## src/rtl/lsu_mem_adapter_if.sv

```systemverilog
// Bundle of the request, RAM and response channels of the load/store adapter.
interface lsu_mem_adapter_if;
  // Execute-stage request channel
  logic        req_valid;
  logic        req_ready;
  logic        req_write;
  logic [31:0] req_addr;
  logic [31:0] req_wdata;
  logic [1:0]  req_size;
  logic        req_unsigned;
  // Data RAM port
  logic        mem_valid;
  logic        mem_wen;
  logic [31:0] mem_addr;
  logic [31:0] mem_wdata;
  logic [3:0]  mem_wmask;
  logic [31:0] mem_rdata;
  // Response channel
  logic        resp_valid;
  logic        resp_ready;
  logic [31:0] resp_rdata;
  logic        resp_err;

  // Environment side: issues requests, models the RAM, consumes responses
  modport master (
    output req_valid, req_write, req_addr, req_wdata, req_size, req_unsigned,
    output mem_rdata, resp_ready,
    input  req_ready, mem_valid, mem_wen, mem_addr, mem_wdata, mem_wmask,
    input  resp_valid, resp_rdata, resp_err
  );

  // Adapter side
  modport slave (
    input  req_valid, req_write, req_addr, req_wdata, req_size, req_unsigned,
    input  mem_rdata, resp_ready,
    output req_ready, mem_valid, mem_wen, mem_addr, mem_wdata, mem_wmask,
    output resp_valid, resp_rdata, resp_err
  );
endinterface

```

## src/rtl/lsu_mem_adapter.sv

```systemverilog
// Load/store adapter: turns one sized request into a word-aligned RAM access
// held for LATENCY cycles, then returns extended load data or an error.
module lsu_mem_adapter #(
  parameter int unsigned LATENCY = 1
) (
  input logic              clock,
  input logic              reset,
  lsu_mem_adapter_if.slave bus
);

  localparam int unsigned CNT_W  = 4;
  localparam int unsigned DATA_W = 32;

  typedef enum logic [1:0] {
    IDLE   = 2'd0,
    ACCESS = 2'd1,
    RESP   = 2'd2
  } state_t;

  state_t             state;
  logic [CNT_W-1:0]   cnt;
  logic               lat_write;
  logic [1:0]         lat_off;
  logic [1:0]         lat_size;
  logic               lat_unsigned;

  logic               req_legal;
  logic [DATA_W-1:0]  fmt_wdata;
  logic [3:0]         fmt_mask;
  logic [DATA_W-1:0]  rd_shifted;
  logic [DATA_W-1:0]  rd_ext;

  // Legality check and store lane formatting of the incoming request
  always_comb begin
    req_legal = 1'b0;
    fmt_wdata = bus.req_wdata;
    fmt_mask  = 4'b1111;
    case (bus.req_size)
      2'd0: begin
        req_legal = 1'b1;
        fmt_wdata = {4{bus.req_wdata[7:0]}};
        fmt_mask  = 4'b0001 << bus.req_addr[1:0];
      end
      2'd1: begin
        req_legal = ~bus.req_addr[0];
        fmt_wdata = {2{bus.req_wdata[15:0]}};
        fmt_mask  = 4'b0011 << bus.req_addr[1:0];
      end
      2'd2: begin
        req_legal = (bus.req_addr[1:0] == 2'b00);
      end
      default: begin
        req_legal = 1'b0;
      end
    endcase
  end

  // Byte-lane extraction and sign/zero extension of the RAM read word
  always_comb begin
    rd_shifted = bus.mem_rdata >> {lat_off, 3'b000};
    rd_ext     = rd_shifted;
    case (lat_size)
      2'd0: rd_ext = lat_unsigned ? {24'd0, rd_shifted[7:0]}
                                  : {{24{rd_shifted[7]}}, rd_shifted[7:0]};
      2'd1: rd_ext = lat_unsigned ? {16'd0, rd_shifted[15:0]}
                                  : {{16{rd_shifted[15]}}, rd_shifted[15:0]};
      default: rd_ext = rd_shifted;
    endcase
  end

  // Request/access/response sequencing with registered outputs; mem_wen is
  // raised on entry to the final access cycle so a store writes exactly once
  always_ff @(posedge clock) begin
    if (reset) begin
      state          <= IDLE;
      cnt            <= '0;
      lat_write      <= 1'b0;
      lat_off        <= 2'd0;
      lat_size       <= 2'd0;
      lat_unsigned   <= 1'b0;
      bus.req_ready  <= 1'b1;
      bus.mem_valid  <= 1'b0;
      bus.mem_wen    <= 1'b0;
      bus.mem_addr   <= '0;
      bus.mem_wdata  <= '0;
      bus.mem_wmask  <= 4'b0000;
      bus.resp_valid <= 1'b0;
      bus.resp_rdata <= '0;
      bus.resp_err   <= 1'b0;
    end else begin
      case (state)
        IDLE: begin
          if (bus.req_valid) begin
            lat_write     <= bus.req_write;
            lat_off       <= bus.req_addr[1:0];
            lat_size      <= bus.req_size;
            lat_unsigned  <= bus.req_unsigned;
            bus.req_ready <= 1'b0;
            if (req_legal) begin
              state         <= ACCESS;
              cnt           <= CNT_W'(LATENCY - 1);
              bus.mem_valid <= 1'b1;
              bus.mem_wen   <= bus.req_write && (LATENCY == 1);
              bus.mem_addr  <= {bus.req_addr[31:2], 2'b00};
              bus.mem_wdata <= fmt_wdata;
              bus.mem_wmask <= fmt_mask;
            end else begin
              state          <= RESP;
              bus.resp_valid <= 1'b1;
              bus.resp_err   <= 1'b1;
              bus.resp_rdata <= '0;
            end
          end
        end
        ACCESS: begin
          if (cnt == '0) begin
            state          <= RESP;
            bus.mem_valid  <= 1'b0;
            bus.mem_wen    <= 1'b0;
            bus.mem_wmask  <= 4'b0000;
            bus.resp_valid <= 1'b1;
            bus.resp_err   <= 1'b0;
            bus.resp_rdata <= lat_write ? '0 : rd_ext;
          end else begin
            cnt         <= cnt - CNT_W'(1);
            bus.mem_wen <= lat_write && (cnt == CNT_W'(1));
          end
        end
        RESP: begin
          if (bus.resp_ready) begin
            state          <= IDLE;
            bus.req_ready  <= 1'b1;
            bus.resp_valid <= 1'b0;
            bus.resp_err   <= 1'b0;
            bus.resp_rdata <= '0;
          end
        end
        default: begin
          state <= IDLE;
        end
      endcase
    end
  end

endmodule

```

## src/flat_wrapper.sv

```systemverilog
// flat-port wrapper written by rule: the top's interface ports become plain ports
module lsu_mem_adapter_flat 
#(
  parameter int unsigned LATENCY = 1
)
  (clock, reset, bus_req_valid, bus_req_write, bus_req_addr, bus_req_wdata, bus_req_size, bus_req_unsigned, bus_mem_rdata, bus_resp_ready, bus_req_ready, bus_mem_valid, bus_mem_wen, bus_mem_addr, bus_mem_wdata, bus_mem_wmask, bus_resp_valid, bus_resp_rdata, bus_resp_err);
  lsu_mem_adapter_if bus_i ();
  input logic clock;
  input logic reset;
  input wire logic [$bits(bus_i.req_valid)-1:0] bus_req_valid;
  input wire logic [$bits(bus_i.req_write)-1:0] bus_req_write;
  input wire logic [$bits(bus_i.req_addr)-1:0] bus_req_addr;
  input wire logic [$bits(bus_i.req_wdata)-1:0] bus_req_wdata;
  input wire logic [$bits(bus_i.req_size)-1:0] bus_req_size;
  input wire logic [$bits(bus_i.req_unsigned)-1:0] bus_req_unsigned;
  input wire logic [$bits(bus_i.mem_rdata)-1:0] bus_mem_rdata;
  input wire logic [$bits(bus_i.resp_ready)-1:0] bus_resp_ready;
  output wire logic [$bits(bus_i.req_ready)-1:0] bus_req_ready;
  output wire logic [$bits(bus_i.mem_valid)-1:0] bus_mem_valid;
  output wire logic [$bits(bus_i.mem_wen)-1:0] bus_mem_wen;
  output wire logic [$bits(bus_i.mem_addr)-1:0] bus_mem_addr;
  output wire logic [$bits(bus_i.mem_wdata)-1:0] bus_mem_wdata;
  output wire logic [$bits(bus_i.mem_wmask)-1:0] bus_mem_wmask;
  output wire logic [$bits(bus_i.resp_valid)-1:0] bus_resp_valid;
  output wire logic [$bits(bus_i.resp_rdata)-1:0] bus_resp_rdata;
  output wire logic [$bits(bus_i.resp_err)-1:0] bus_resp_err;
  assign bus_i.req_valid = bus_req_valid;
  assign bus_i.req_write = bus_req_write;
  assign bus_i.req_addr = bus_req_addr;
  assign bus_i.req_wdata = bus_req_wdata;
  assign bus_i.req_size = bus_req_size;
  assign bus_i.req_unsigned = bus_req_unsigned;
  assign bus_i.mem_rdata = bus_mem_rdata;
  assign bus_i.resp_ready = bus_resp_ready;
  assign bus_req_ready = bus_i.req_ready;
  assign bus_mem_valid = bus_i.mem_valid;
  assign bus_mem_wen = bus_i.mem_wen;
  assign bus_mem_addr = bus_i.mem_addr;
  assign bus_mem_wdata = bus_i.mem_wdata;
  assign bus_mem_wmask = bus_i.mem_wmask;
  assign bus_resp_valid = bus_i.resp_valid;
  assign bus_resp_rdata = bus_i.resp_rdata;
  assign bus_resp_err = bus_i.resp_err;
  lsu_mem_adapter #(.LATENCY(LATENCY)) u_core (.clock(clock), .reset(reset), .bus(bus_i));
endmodule
```

## config.mk

```make
export PLATFORM = sky130hd
export DESIGN_NAME = lsu_mem_adapter_flat
export DESIGN_NICKNAME = d
export VERILOG_FILES = /design/src/rtl/lsu_mem_adapter_if.sv /design/src/rtl/lsu_mem_adapter.sv /design/src/flat_wrapper.sv
export SDC_FILE = /design/constraint.sdc
export NUM_CORES = 1
export LEC_CHECK = 0
export CAP_MARGIN = 20
export CORE_MARGIN = 3
export CORE_UTILIZATION = 46
export CTS_BUF_LIST = sky130_fd_sc_hd__clkbuf_8
export CTS_CLUSTER_SIZE = 12
export DETAILED_ROUTE_END_ITERATION = 12
export GPL_TIMING_DRIVEN = 1
export HOLD_SLACK_MARGIN = 0.02
export PLACE_DENSITY_LB_ADDON = 0.12
export SYNTH_ARGS = -nofsm -noshare
export SYNTH_HDL_FRONTEND = slang
export SYNTH_SLANG_ARGS = --single-unit
```

## constraint.sdc

```tcl
create_clock -name clock -period 2.51 [get_ports clock]
set_input_delay 0.502 -clock clock [delete_from_list [all_inputs] [get_ports clock]]
set_output_delay 0.502 -clock clock [all_outputs]
set_load 0.02 [all_outputs]
```

==> results by group <==
Outcome
  • Status: complete, no violations

Floorplan
  • Initial core utilization: 47.56%
  • I/O pins: 209
  • Rows: 39
  • Die width: 115.1 µm
  • Core box area: 11,520 µm²
  • Vert. Die Dim: 115.1 µm
  • Die area: 13,250 µm²

Critical path
  • Critical path buffer and inverter count: 2
  • Worst path required time: 2.84 ns
  • Crit-path leading delay family: compound AO/OA/AOI/OAI gates
  • RR Startpoint: u_core.cnt[0]
  • Flop2flop setup slack: 0.38 ns
  • CP Capture Type: register
  • Slowest cell delay on critical path: 0.43 ns
  • Crit-path cells: inv_1, ha_1, or3b_4, a211oi_4, a21oi_4, buf_12, a22o_1
  • Worst EP arrival: 2.46 ns
  • Setup crit start kind: register
  • Crit path kind: reg -> reg
  • R2R Path End: u_core.bus.resp_rdata[10]
  • Max stage delay cell, worst path: or3b_4
  • R2R cell count: 7
  • Worst-path maximum fanout: 24

Hold path
  • Hold Path Origin: u_core.bus.mem_addr[14]
  • Worst Hold Class: reg -> reg
  • Worst Hold Path EP: u_core.bus.mem_addr[14]
  • WHS Path Cells: 2

Logic synthesis
  • Async set-or-reset flop fraction in the synthesized netlist: 0%
  • Simple-gate share of the synthesized area: 15.65%
  • Synth cell count leaders: nand2_1 (126), dfxtp_1 (115), a21oi_1 (80)
  • Area contributors post-synth: dfxtp_1 (42%), nand2_1 (8.6%), a21oi_1 (7.3%)
  • Post-Synth Adder-Cell Area: 1.599%
  • Yosys top cell by area: dfxtp_1
  • Xor/xnor share of the synthesized area: 0%
  • Mux contribution to synthesized area: 8.613%
  • Synthesis-stage register bit count: 115
  • Mean post-synth cell area: 8.624 µm²
  • Top-count cell post-synth: nand2_1
  • Largest family of logic cells by synthesized area: compound AO/OA/AOI/OAI gates
  • Post-Syn Instances: 635
  • Compound-cell area share of the yosys netlist: 25.93%
  • Seq/Total Area, Yosys: 42.04%
  • Synthesized cell area: 5477 µm²
  • Distinct cells, synth: 54
  • Synth top area share: 42.04%
  • EDFF count, synth: 0
  • Top FF cell, synth: dfxtp_1
  • Yosys warning count: 0

STA
  • Final Hold Viols: 0
  • Hold Slack: 0.4564 ns
  • Slew HR: 44.99%
  • Min Tclk post-route: 2.134 ns
  • Fmax: 468.5 MHz
  • RSZ-0062 raised after global routing: false
  • Post-route clock period utilization: 85.04%
  • Worst-margin pin slew: 0.8252 ns
  • Worst Skew: 0.006642 ns
  • Setup TNS: 0 ns
  • Max-slew violations: 0
  • Final setup vio count: 0

GRT
  • Vias in the first global route: 5,455
  • Grt total ovfl: 0
  • Initial antenna violation count: 0
  • Maximum number of pins on one net before global-route repair: 46
  • GRT Overall Usage: 24.99%
  • First-pass GRT wire length: 26,410 µm

Detailed routing
  • Final ANT Viol Nets: 0
  • Starting DRT DRC Count: 268
  • Vias: 5,398
  • Drt pass-1 iters: 5
  • Avg WL per Cell: 16.87 µm
  • DRC: 0
  • Via-to-Cell Ratio: 5.458
  • Final wirelength: 16,680 µm

Clock network
  • Clk slew on worst S/H paths: 0.07 ns
  • Cts repair resizes: 0
  • CTS H-tree lvls: 4
  • CTS root buffer: clkbuf_8
  • Hold buffer count at CTS: 0
  • Clock net sink count: 115
  • CTS Buffer Depth: 2
  • Clk_lat worst skew: 0.44 ns
  • Total CTS buffers: 17
  • CTS tree: built
  • Post-CTS Setup Bufs: 0

Final layout
  • Fill count: 934
  • P&R area growth vs syn: 47.59%
  • # diodes: 0
  • Area occupied by multi-input gates: 2863 µm²
  • Share of post-route cells with drive strength above 1: 10.87%
  • Post-route cell area: 8083 µm²
  • Final #Nets: 944
  • Sequential Area: 2302 µm²
  • Final Instance Count excl. Fillers: 989

Power
  • PD cells: 688.5 nW/µm²
  • Max VDD drop: 0.6308 mV
  • Lkg Pwr: 2.864 nW

Place
  • Inst Count DP: 957
  • Cell Area, Placed: 7697 µm²
  • RePlAce Congestion: 0.8728
  • Detailed placement HPWL: 12,610 µm
  • Input/output buffers: 206

Flow run
  • Maxcap violations: 0
==> area by class of cell <==
class | count | area share, %
repair buffers | 233 | 28.42
well taps | 143 | 2.214
clock buffers | 18 | 3.065
inverters | 15 | 0.6966
clock inverters | 14 | 1.703
flip-flops and latches | 115 | 28.48
multi-input cells | 451 | 35.42
==> worst register-to-register path, stage by stage (launching register included) <==
cell      delay [ns]
dfxtp_1         0.33
inv_1           0.11
ha_1            0.19
or3b_4          0.43
a211oi_4        0.41
a21oi_4         0.11
buf_12          0.21
a22o_1          0.24
==> power breakdown <==
part	total, mW	switching [mW]	internal, mW
sequential	2.12	0.121	2.00
clock	1.67	0.773	0.900
combinational	1.77	0.967	0.803
total	5.56	1.86	3.70
==> metal layers <==
metal  wire, µm  GRT usage, %  up-vias
met5          0             0        -
met4        451         9.937        0
met3       1704         9.947       37
met2       8174         42.67      218
met1       6349         27.85     2505
li1           -             -     2638
==> state kept, by name, indices dropped and copies added (netlist names) <==
| signal | count |
|---|---|
| u_core.bus.mem_wdata | 32 |
| u_core.cnt | 4 |
| u_core.bus.req_ready | 1 |
| u_core.state | 2 |
| u_core.bus.mem_valid | 1 |
| u_core.bus.resp_valid | 1 |
| u_core.lat_unsigned | 1 |
| u_core.bus.mem_addr | 30 |
| u_core.bus.resp_err | 1 |
| u_core.bus.mem_wmask | 4 |
| u_core.lat_write | 1 |
| u_core.bus.mem_wen | 1 |
| u_core.lat_off | 2 |
| u_core.bus.resp_rdata | 32 |
| u_core.lat_size | 2 |
==> worst max path at each step <==
stage                          startpoint                         to  slack [ns]  cells after the start
after floorplan             u_core.cnt[0]  u_core.bus.resp_rdata[15]        0.58                      7
after global placement    bus_req_size[0]   u_core.bus.resp_rdata[5]        0.20                      6
after detailed placement  bus_req_size[0]  u_core.bus.resp_rdata[10]        0.12                      6
after CTS                   u_core.cnt[0]  u_core.bus.resp_rdata[10]        0.38                      7
after global routing      u_core.state[1]   u_core.bus.mem_wdata[10]        0.27                      8
final                       u_core.cnt[0]  u_core.bus.resp_rdata[10]        0.38                      7
==> cells by family after synthesis <==
family / count (synthesis)
DFF: 115
adders and majority gates: 7
muxes: 45
AOI/OAI and AO/OA: 204
other: 1
and+or+nand+nor: 193
buffers and inverters: 70
==> stage by stage <==
stage	total power, mW	setup slack [ns]	util, %
after floorplan	3.198	0.5845	-
after global placement	3.883	0.1950	66.84
after detailed placement	3.927	0.1152	66.84
after CTS	5.595	0.3776	70.19
after global routing	5.838	0.2737	70.19
final	5.565	0.3756	70.19
==> layout by cell type (no fill, tap or decap), types with 10 or more instances in the layout <==
master / synthesis / routed
a211oi_1: 11 / 11
a21oi_1: 80 / 80
a311oi_1: 11 / 11
buf_4: 7 / 24
clkbuf_8: 0 / 18
clkdlybuf4s50_1: 0 / 205
dfxtp_1: 115 / 115
inv_1: 15 / 16
mux2i_1: 37 / 37
nand2_1: 126 / 126
nor2_1: 31 / 31
o211ai_1: 10 / 10
o21ai_0: 28 / 28
o2bb2ai_2: 10 / 10
Note: power is estimated with default switching activity, not from simulation.
